**src/rtl/comp_mult_arb_pkg.sv**
```systemverilog
// Shared types and width helpers for the complex-multiplier arbiter.
package comp_mult_arb_pkg;

    // Sequencer states: one operand set is in flight at a time.
    typedef enum logic [1:0] {
        ST_IDLE   = 2'd0,
        ST_ISSUE  = 2'd1,
        ST_WAIT   = 2'd2,
        ST_RETURN = 2'd3
    } state_t;

    // Operand bundle {x1,y1,x2,y2}.
    function automatic int op_w(input int dwidth);
        return 4 * dwidth;
    endfunction

    // Result bundle {xr,yr}, each 2*(DWIDTH+1) bits wide.
    function automatic int res_w(input int dwidth);
        return 4 * (dwidth + 1);
    endfunction

    // Requester id width; never below one bit.
    function automatic int id_w(input int nreq);
        return (nreq > 1) ? $clog2(nreq) : 1;
    endfunction

endpackage

```
**src/rtl/comp_mult_rr_pick.sv**
```systemverilog
// Round-robin pick: first asserted request at or above ptr, wrapping around.
module comp_mult_rr_pick
    import comp_mult_arb_pkg::*;
#(
    parameter  int NREQ = 4,
    localparam int ID_W = id_w(NREQ)
) (
    input  logic [NREQ-1:0] req,
    input  logic [ID_W-1:0] ptr,
    output logic [NREQ-1:0] gnt_oh,
    output logic [ID_W-1:0] gnt_idx,
    output logic            any
);

    logic [ID_W:0]   sum;
    logic [ID_W-1:0] idx;

    // Walk NREQ positions starting at ptr; the first live request wins.
    always_comb begin
        gnt_oh  = '0;
        gnt_idx = '0;
        any     = 1'b0;
        sum     = '0;
        idx     = '0;
        for (int k = 0; k < NREQ; k++) begin
            sum = {1'b0, ptr} + (ID_W+1)'(k);
            if (sum >= (ID_W+1)'(NREQ)) begin
                sum = sum - (ID_W+1)'(NREQ);
            end
            idx = sum[ID_W-1:0];
            if (!any && req[idx]) begin
                any         = 1'b1;
                gnt_oh[idx] = 1'b1;
                gnt_idx     = idx;
            end
        end
    end

endmodule

```
**src/rtl/comp_mult_arb.sv**
```systemverilog
// Shares one val-rdy complex multiplier between NREQ requesters.
// Handshake rule on every interface: a transfer happens on a rising clock
// edge where valid and ready are both high; valid never waits on ready, and
// data is held stable while valid is high and ready is low.
module comp_mult_arb
    import comp_mult_arb_pkg::*;
#(
    parameter  int DWIDTH = 8,
    parameter  int NREQ   = 4,
    parameter  int CNT_W  = 16,
    localparam int OP_W   = op_w(DWIDTH),
    localparam int RES_W  = res_w(DWIDTH),
    localparam int ID_W   = id_w(NREQ)
) (
    input  logic                 clk,
    input  logic                 rst_n,
    input  logic                 sw_rst,
    input  logic [NREQ-1:0]      op_val,
    output logic [NREQ-1:0]      op_rdy,
    input  logic [NREQ*OP_W-1:0] op_data,
    output logic [NREQ-1:0]      res_val,
    input  logic [NREQ-1:0]      res_rdy,
    output logic [RES_W-1:0]     res_data,
    output logic                 mul_op_val,
    input  logic                 mul_op_rdy,
    output logic [OP_W-1:0]      mul_op_data,
    input  logic                 mul_res_val,
    output logic                 mul_res_rdy,
    input  logic [RES_W-1:0]     mul_res_data,
    output logic [ID_W-1:0]      gnt_id,
    output logic [CNT_W-1:0]     txn_cnt,
    output logic                 err_spur,
    output logic [1:0]           dbg_state
);

    state_t          state;
    state_t          state_nxt;
    logic [ID_W-1:0] rr_ptr;
    logic [OP_W-1:0] op_buf;
    logic [RES_W-1:0] res_buf;

    logic [NREQ-1:0] pick_oh;
    logic [ID_W-1:0] pick_idx;
    logic            pick_any;
    logic [OP_W-1:0] pick_data;
    logic [NREQ-1:0] gnt_oh;

    logic            op_fire;
    logic            res_cap;
    logic            ret_fire;
    logic            spur_hit;
    logic [ID_W-1:0] rr_nxt;

    comp_mult_rr_pick #(
        .NREQ (NREQ)
    ) u_pick (
        .req     (op_val),
        .ptr     (rr_ptr),
        .gnt_oh  (pick_oh),
        .gnt_idx (pick_idx),
        .any     (pick_any)
    );

    // Route the picked requester's operand slice to the operand buffer.
    always_comb begin
        pick_data = '0;
        for (int i = 0; i < NREQ; i++) begin
            if (pick_oh[i]) begin
                pick_data = op_data[i*OP_W +: OP_W];
            end
        end
    end

    // Decode the served requester id for result steering.
    always_comb begin
        gnt_oh = '0;
        for (int i = 0; i < NREQ; i++) begin
            gnt_oh[i] = (gnt_id == ID_W'(i));
        end
    end

    // Next-state and handshake outputs of the sequencer.
    always_comb begin
        state_nxt   = state;
        op_rdy      = '0;
        res_val     = '0;
        mul_op_val  = 1'b0;
        mul_res_rdy = 1'b1;
        op_fire     = 1'b0;
        res_cap     = 1'b0;
        ret_fire    = 1'b0;
        case (state)
            ST_IDLE: begin
                // pick_oh only marks a requester whose op_val is high,
                // so offering ready to it is already a handshake.
                op_rdy = pick_oh;
                if (pick_any) begin
                    op_fire   = 1'b1;
                    state_nxt = ST_ISSUE;
                end
            end
            ST_ISSUE: begin
                mul_op_val = 1'b1;
                if (mul_op_rdy) begin
                    state_nxt = ST_WAIT;
                end
            end
            ST_WAIT: begin
                if (mul_res_val) begin
                    res_cap   = 1'b1;
                    state_nxt = ST_RETURN;
                end
            end
            ST_RETURN: begin
                // Hold the multiplier's result side closed until the
                // buffered result has gone back to its owner.
                mul_res_rdy = 1'b0;
                res_val     = gnt_oh;
                if (|(res_rdy & gnt_oh)) begin
                    ret_fire  = 1'b1;
                    state_nxt = ST_IDLE;
                end
            end
            default: begin
                state_nxt = ST_IDLE;
            end
        endcase
    end

    // A result arriving before an operand set was issued has no owner.
    assign spur_hit = mul_res_val && ((state == ST_IDLE) || (state == ST_ISSUE));

    // Pointer moves to just past the requester that completed.
    assign rr_nxt = (gnt_id == ID_W'(NREQ-1)) ? '0 : gnt_id + ID_W'(1);

    // State register; sw_rst has the same effect as rst_n, synchronously.
    always_ff @(posedge clk or negedge rst_n) begin
        if (!rst_n) begin
            state <= ST_IDLE;
        end else if (sw_rst) begin
            state <= ST_IDLE;
        end else begin
            state <= state_nxt;
        end
    end

    // Buffers, grant id, round-robin pointer, counter and sticky error.
    always_ff @(posedge clk or negedge rst_n) begin
        if (!rst_n) begin
            rr_ptr   <= '0;
            op_buf   <= '0;
            res_buf  <= '0;
            gnt_id   <= '0;
            txn_cnt  <= '0;
            err_spur <= 1'b0;
        end else if (sw_rst) begin
            rr_ptr   <= '0;
            op_buf   <= '0;
            res_buf  <= '0;
            gnt_id   <= '0;
            txn_cnt  <= '0;
            err_spur <= 1'b0;
        end else begin
            if (op_fire) begin
                op_buf <= pick_data;
                gnt_id <= pick_idx;
            end
            if (res_cap) begin
                res_buf <= mul_res_data;
            end
            if (ret_fire) begin
                rr_ptr  <= rr_nxt;
                txn_cnt <= txn_cnt + CNT_W'(1);
            end
            if (spur_hit) begin
                err_spur <= 1'b1;
            end
        end
    end

    assign mul_op_data = op_buf;
    assign res_data    = res_buf;
    assign dbg_state   = state;

endmodule

```
**config.mk**
```make
export PLATFORM = sky130hd
export DESIGN_NAME = comp_mult_arb
export DESIGN_NICKNAME = d
export VERILOG_FILES = /design/src/rtl/comp_mult_arb_pkg.sv /design/src/rtl/comp_mult_rr_pick.sv /design/src/rtl/comp_mult_arb.sv
export SDC_FILE = /design/constraint.sdc
export NUM_CORES = 1
export LEC_CHECK = 0
export BUFFER_PORTS_ARGS = -buffer_cell sky130_fd_sc_hd__buf_2
export CORE_MARGIN = 2
export CORE_UTILIZATION = 30
export CTS_CLUSTER_DIAMETER = 50
export CTS_CLUSTER_SIZE = 10
export DETAILED_ROUTE_END_ITERATION = 8
export PLACE_DENSITY_LB_ADDON = 0.1
export SETUP_SLACK_MARGIN = 0.1
export SYNTH_ARGS = -nofsm -noshare
export SYNTH_HDL_FRONTEND = slang
export SYNTH_SLANG_ARGS = --single-unit
export TNS_END_PERCENT = 50
```
**constraint.sdc**
```tcl
create_clock -name clk -period 5.95 [get_ports clk]
set_clock_uncertainty 0.05 [all_clocks]
set_input_delay 0.2975 -clock clk [delete_from_list [all_inputs] [get_ports clk]]
set_output_delay 0.2975 -clock clk [all_outputs]
set_load 0.02 [all_outputs]
```
==> impl_metrics.csv <==
group,metric,value,unit
placed_design,hpwl,14.31,mm
routing,ant_nets,0,
finish,final_nets,1009,
setup_path,cp-startpoint,"rr_ptr[0]",
routing,drt_drc_violations_left,0,
routing,viasPerCell,5.290,
clock_tree,clock-root-buffer,"clkbuf_16",
floorplan,fp.dieW,140.8,µm
placed_design,gp_congestion,0.7882,
sta,finalCritPeriodShare,85.01,%
global_route,grt_overflow_total,0,
global_route,antenna_found_initial,4,
synthesis,synth_warnings,0,
routing,met1_length,8.694,mm
synthesis,ys_types,51,
synthesis,synth.avg_cell_area,9.854,µm²
setup_path,crit_arrival,4710,ps
power,finalPower,0.002437,W
synthesis,synthFlopType,"dfrtp_1",
sta,slew_viol_final,0,
synthesis,syn-cell-area,5617,µm²
synthesis,syn-num-nets,763,
clock_tree,path_clk_slew,80,ps
floorplan,fp.dieH,140.8,µm
finish,synthToLayoutAreaGrowth,33.01,%
floorplan,die-area,19830,µm²
sta,fmax,197.7,MHz
placed_design,io_buffers,275,
setup_path,reg2reg_from,"rr_ptr[0]",
clock_tree,cts.sinks,91,
setup_path,crit_end,"op_rdy[3]",
routing,dr.pass1.iters,4,
sta,slew-limit-headroom,20.79,%
finish,final_common_cell,"buf_2",
clock_tree,cts_tree,"done",
synthesis,ys_seq_area_share,40.54,%
run,cap_violations,0,
routing,top_layer,"met4",
setup_path,crit_fanout,33,
clock_tree,htree_levels,3,
setup_path,reg2reg_slack,1200,ps
global_route,grtUsageTotal,20.12,%
floorplan,row_count,50,
floorplan,num_io_pins,276,
finish,drive_gt1_share,41.53,%
setup_path,r2r_end,"mul_op_data[22]",
global_route,grt_pass1_vias,5673,
setup_path,start_kind,"flop",
global_route,grt_max_degree,67,
global_route,grt_pass1_wl,31.24,mm
sta,rsz0062_at_grt,"no",
clock_tree,cts_setup_buffers,0,
finish,fill_cells,1868,
routing,avgRoutedWirePerCell,19.21,µm
routing,drt_iter0_drc,184,
sta,fin_crit,5058,ps
setup_path,required,5600,ps
floorplan,core_area,18520,µm²
synthesis,ys_async_sr_fraction,100.0,%
power,power_density,326.2,nW/µm²
power,p_leak,3.649,nW
routing,routed_wl,20.35,mm
floorplan,start_util,30.33,%
status,outcome,"complete, no violations",
routing,wl_met2,9.449,mm
worst_hold_path,min_path_type,"in -> reg",
synthesis,synth-edff-count,0,
sta,finalSetupViolCount,0,
setup_path,endpoint_kind,"output pin",
clock_tree,clkLatencyLatePin,350,ps
sta,fin_setup_tns,0,ps
routing,wl_met3,1.761,mm
routing,vias,5602,
setup_path,crit_type,"reg -> out",
sta,worst_slew_pin_slew,1185,ps
clock_tree,cts-buffers-inserted,9,
setup_path,reg2regPathDepth,8,
synthesis,syn-instance-count,570,
clock_tree,cts_buffer_depth,2,
synthesis,ys_ff_latch,91,
power,peakVddDrop,0.1293,mV
finish,final_cell_mix,"274 x buf_2, 91 x dfrtp_1, 46 x nand2_1",
sta,finalHoldViolCount,0,
[synth_stat cells, types with 3 or more instances]
cell | instances | area share, %
nand2_1 | 46 | 3.1
buf_6 | 4 | 0.80
o311ai_0 | 22 | 3.4
xnor2_1 | 4 | 0.62
nor2b_1 | 5 | 0.56
nand2b_1 | 4 | 0.45
a22o_1 | 39 | 6.1
a31oi_1 | 33 | 3.7
or3_1 | 3 | 0.33
mux2i_1 | 5 | 0.89
clkbuf_1 | 34 | 2.3
and2_1 | 12 | 1.3
o311ai_1 | 10 | 1.6
dfrtp_1 | 91 | 41
o21ai_0 | 7 | 0.62
nor2_1 | 24 | 1.6
buf_2 | 10 | 0.89
xor2_1 | 9 | 1.4
a22oi_1 | 33 | 4.4
nor3_1 | 3 | 0.27
a21oi_1 | 18 | 1.6
mux4_2 | 4 | 1.6
ha_1 | 16 | 3.6
a21o_1 | 33 | 4.4
inv_1 | 13 | 0.87
a21oi_2 | 25 | 3.9
a21boi_0 | 32 | 4.3
[how the worst min path moves through the flow]
stage	start	to	cells past startpoint
CTS	mul_res_data[12]	res_data[12]	2
global route	mul_res_data[22]	res_data[22]	2
floorplan	rst_n	dbg_state[0]	0
finish	mul_res_data[29]	res_data[29]	2
global placement	rst_n	mul_op_data[8]	1
detailed placement	rst_n	mul_op_data[8]	1
[power by group]
group	leakage [nW]	internal, W	switching (W)
Combinational	2.27	0.000363	0.000648
Clock	0.139	0.000296	0.000289
Sequential	1.24	0.000730	0.000110
Total	3.65	0.00139	0.00105
[area by class of cell]
class / count / area, µm² / area share, %
inverters: 13 / 48.80 / 0.6532
well taps: 234 / 292.8 / 3.919
repair buffers: 285 / 1456 / 19.49
clock inverters: 7 / 71.32 / 0.9546
multi-input cells: 416 / 3089 / 41.35
clock buffers: 9 / 225.2 / 3.015
diodes: 4 / 10.01 / 0.1340
flip-flops and latches: 91 / 2277 / 30.48
[what timing repair did]
action / 4_1_cts / 5_1_grt
endpoints found under the hold margin: 25 / 0
hold buffers: 1 / 0
resized for setup: 0 / 0
setup endpoints to repair: 0 / 0
[worst max-delay path, cell delays in order, from the launching register on]
cell,delay (ps)
dfrtp_1,720
inv_1,170
ha_1,420
mux4_2,490
a21o_1,270
o21ai_4,680
nand2_1,940
and2_1,470
buf_2,170
[state kept, by name (all words and copies together), names as in the netlist]
name         count
res_data        36
mul_op_data     32
rr_ptr           2
err_spur         1
dbg_state        2
txn_cnt         16
gnt_id           2
[through the flow]
stage                     hold slack, ps  utilization (%)  cells  worst slack, ps  instance area [µm²]
after floorplan                   -48.09                -    570             2717                 5617
after global placement             198.6            38.64   1038             1244                 7154
after detailed placement           197.7            38.64   1038             1129                 7154
after CTS                          87.02            40.29   1055            788.6                 7461
after global routing               92.08            40.29   1055            475.0                 7461
final                              105.0            40.34   1059            891.7                 7471
[metal layers]
layer	vias to the layer above	global-route usage [%]
met2	220	32.63
met3	33	6.420
li1	2671	-
met4	0	7.316
met5	-	0
met1	2678	25.23
[cells by family after synthesis]
group           count (synthesis)  share of synthesized area, %
compound gates                267                         36.16
xor+xnor                       13                         2.027
fa+ha+maj                      16                         3.564
buf+inv                        63                         5.101
flops                          91                         40.54
mux                            10                         2.696
simple gates                  110                         9.913
Power figures use the tool's default switching activity.
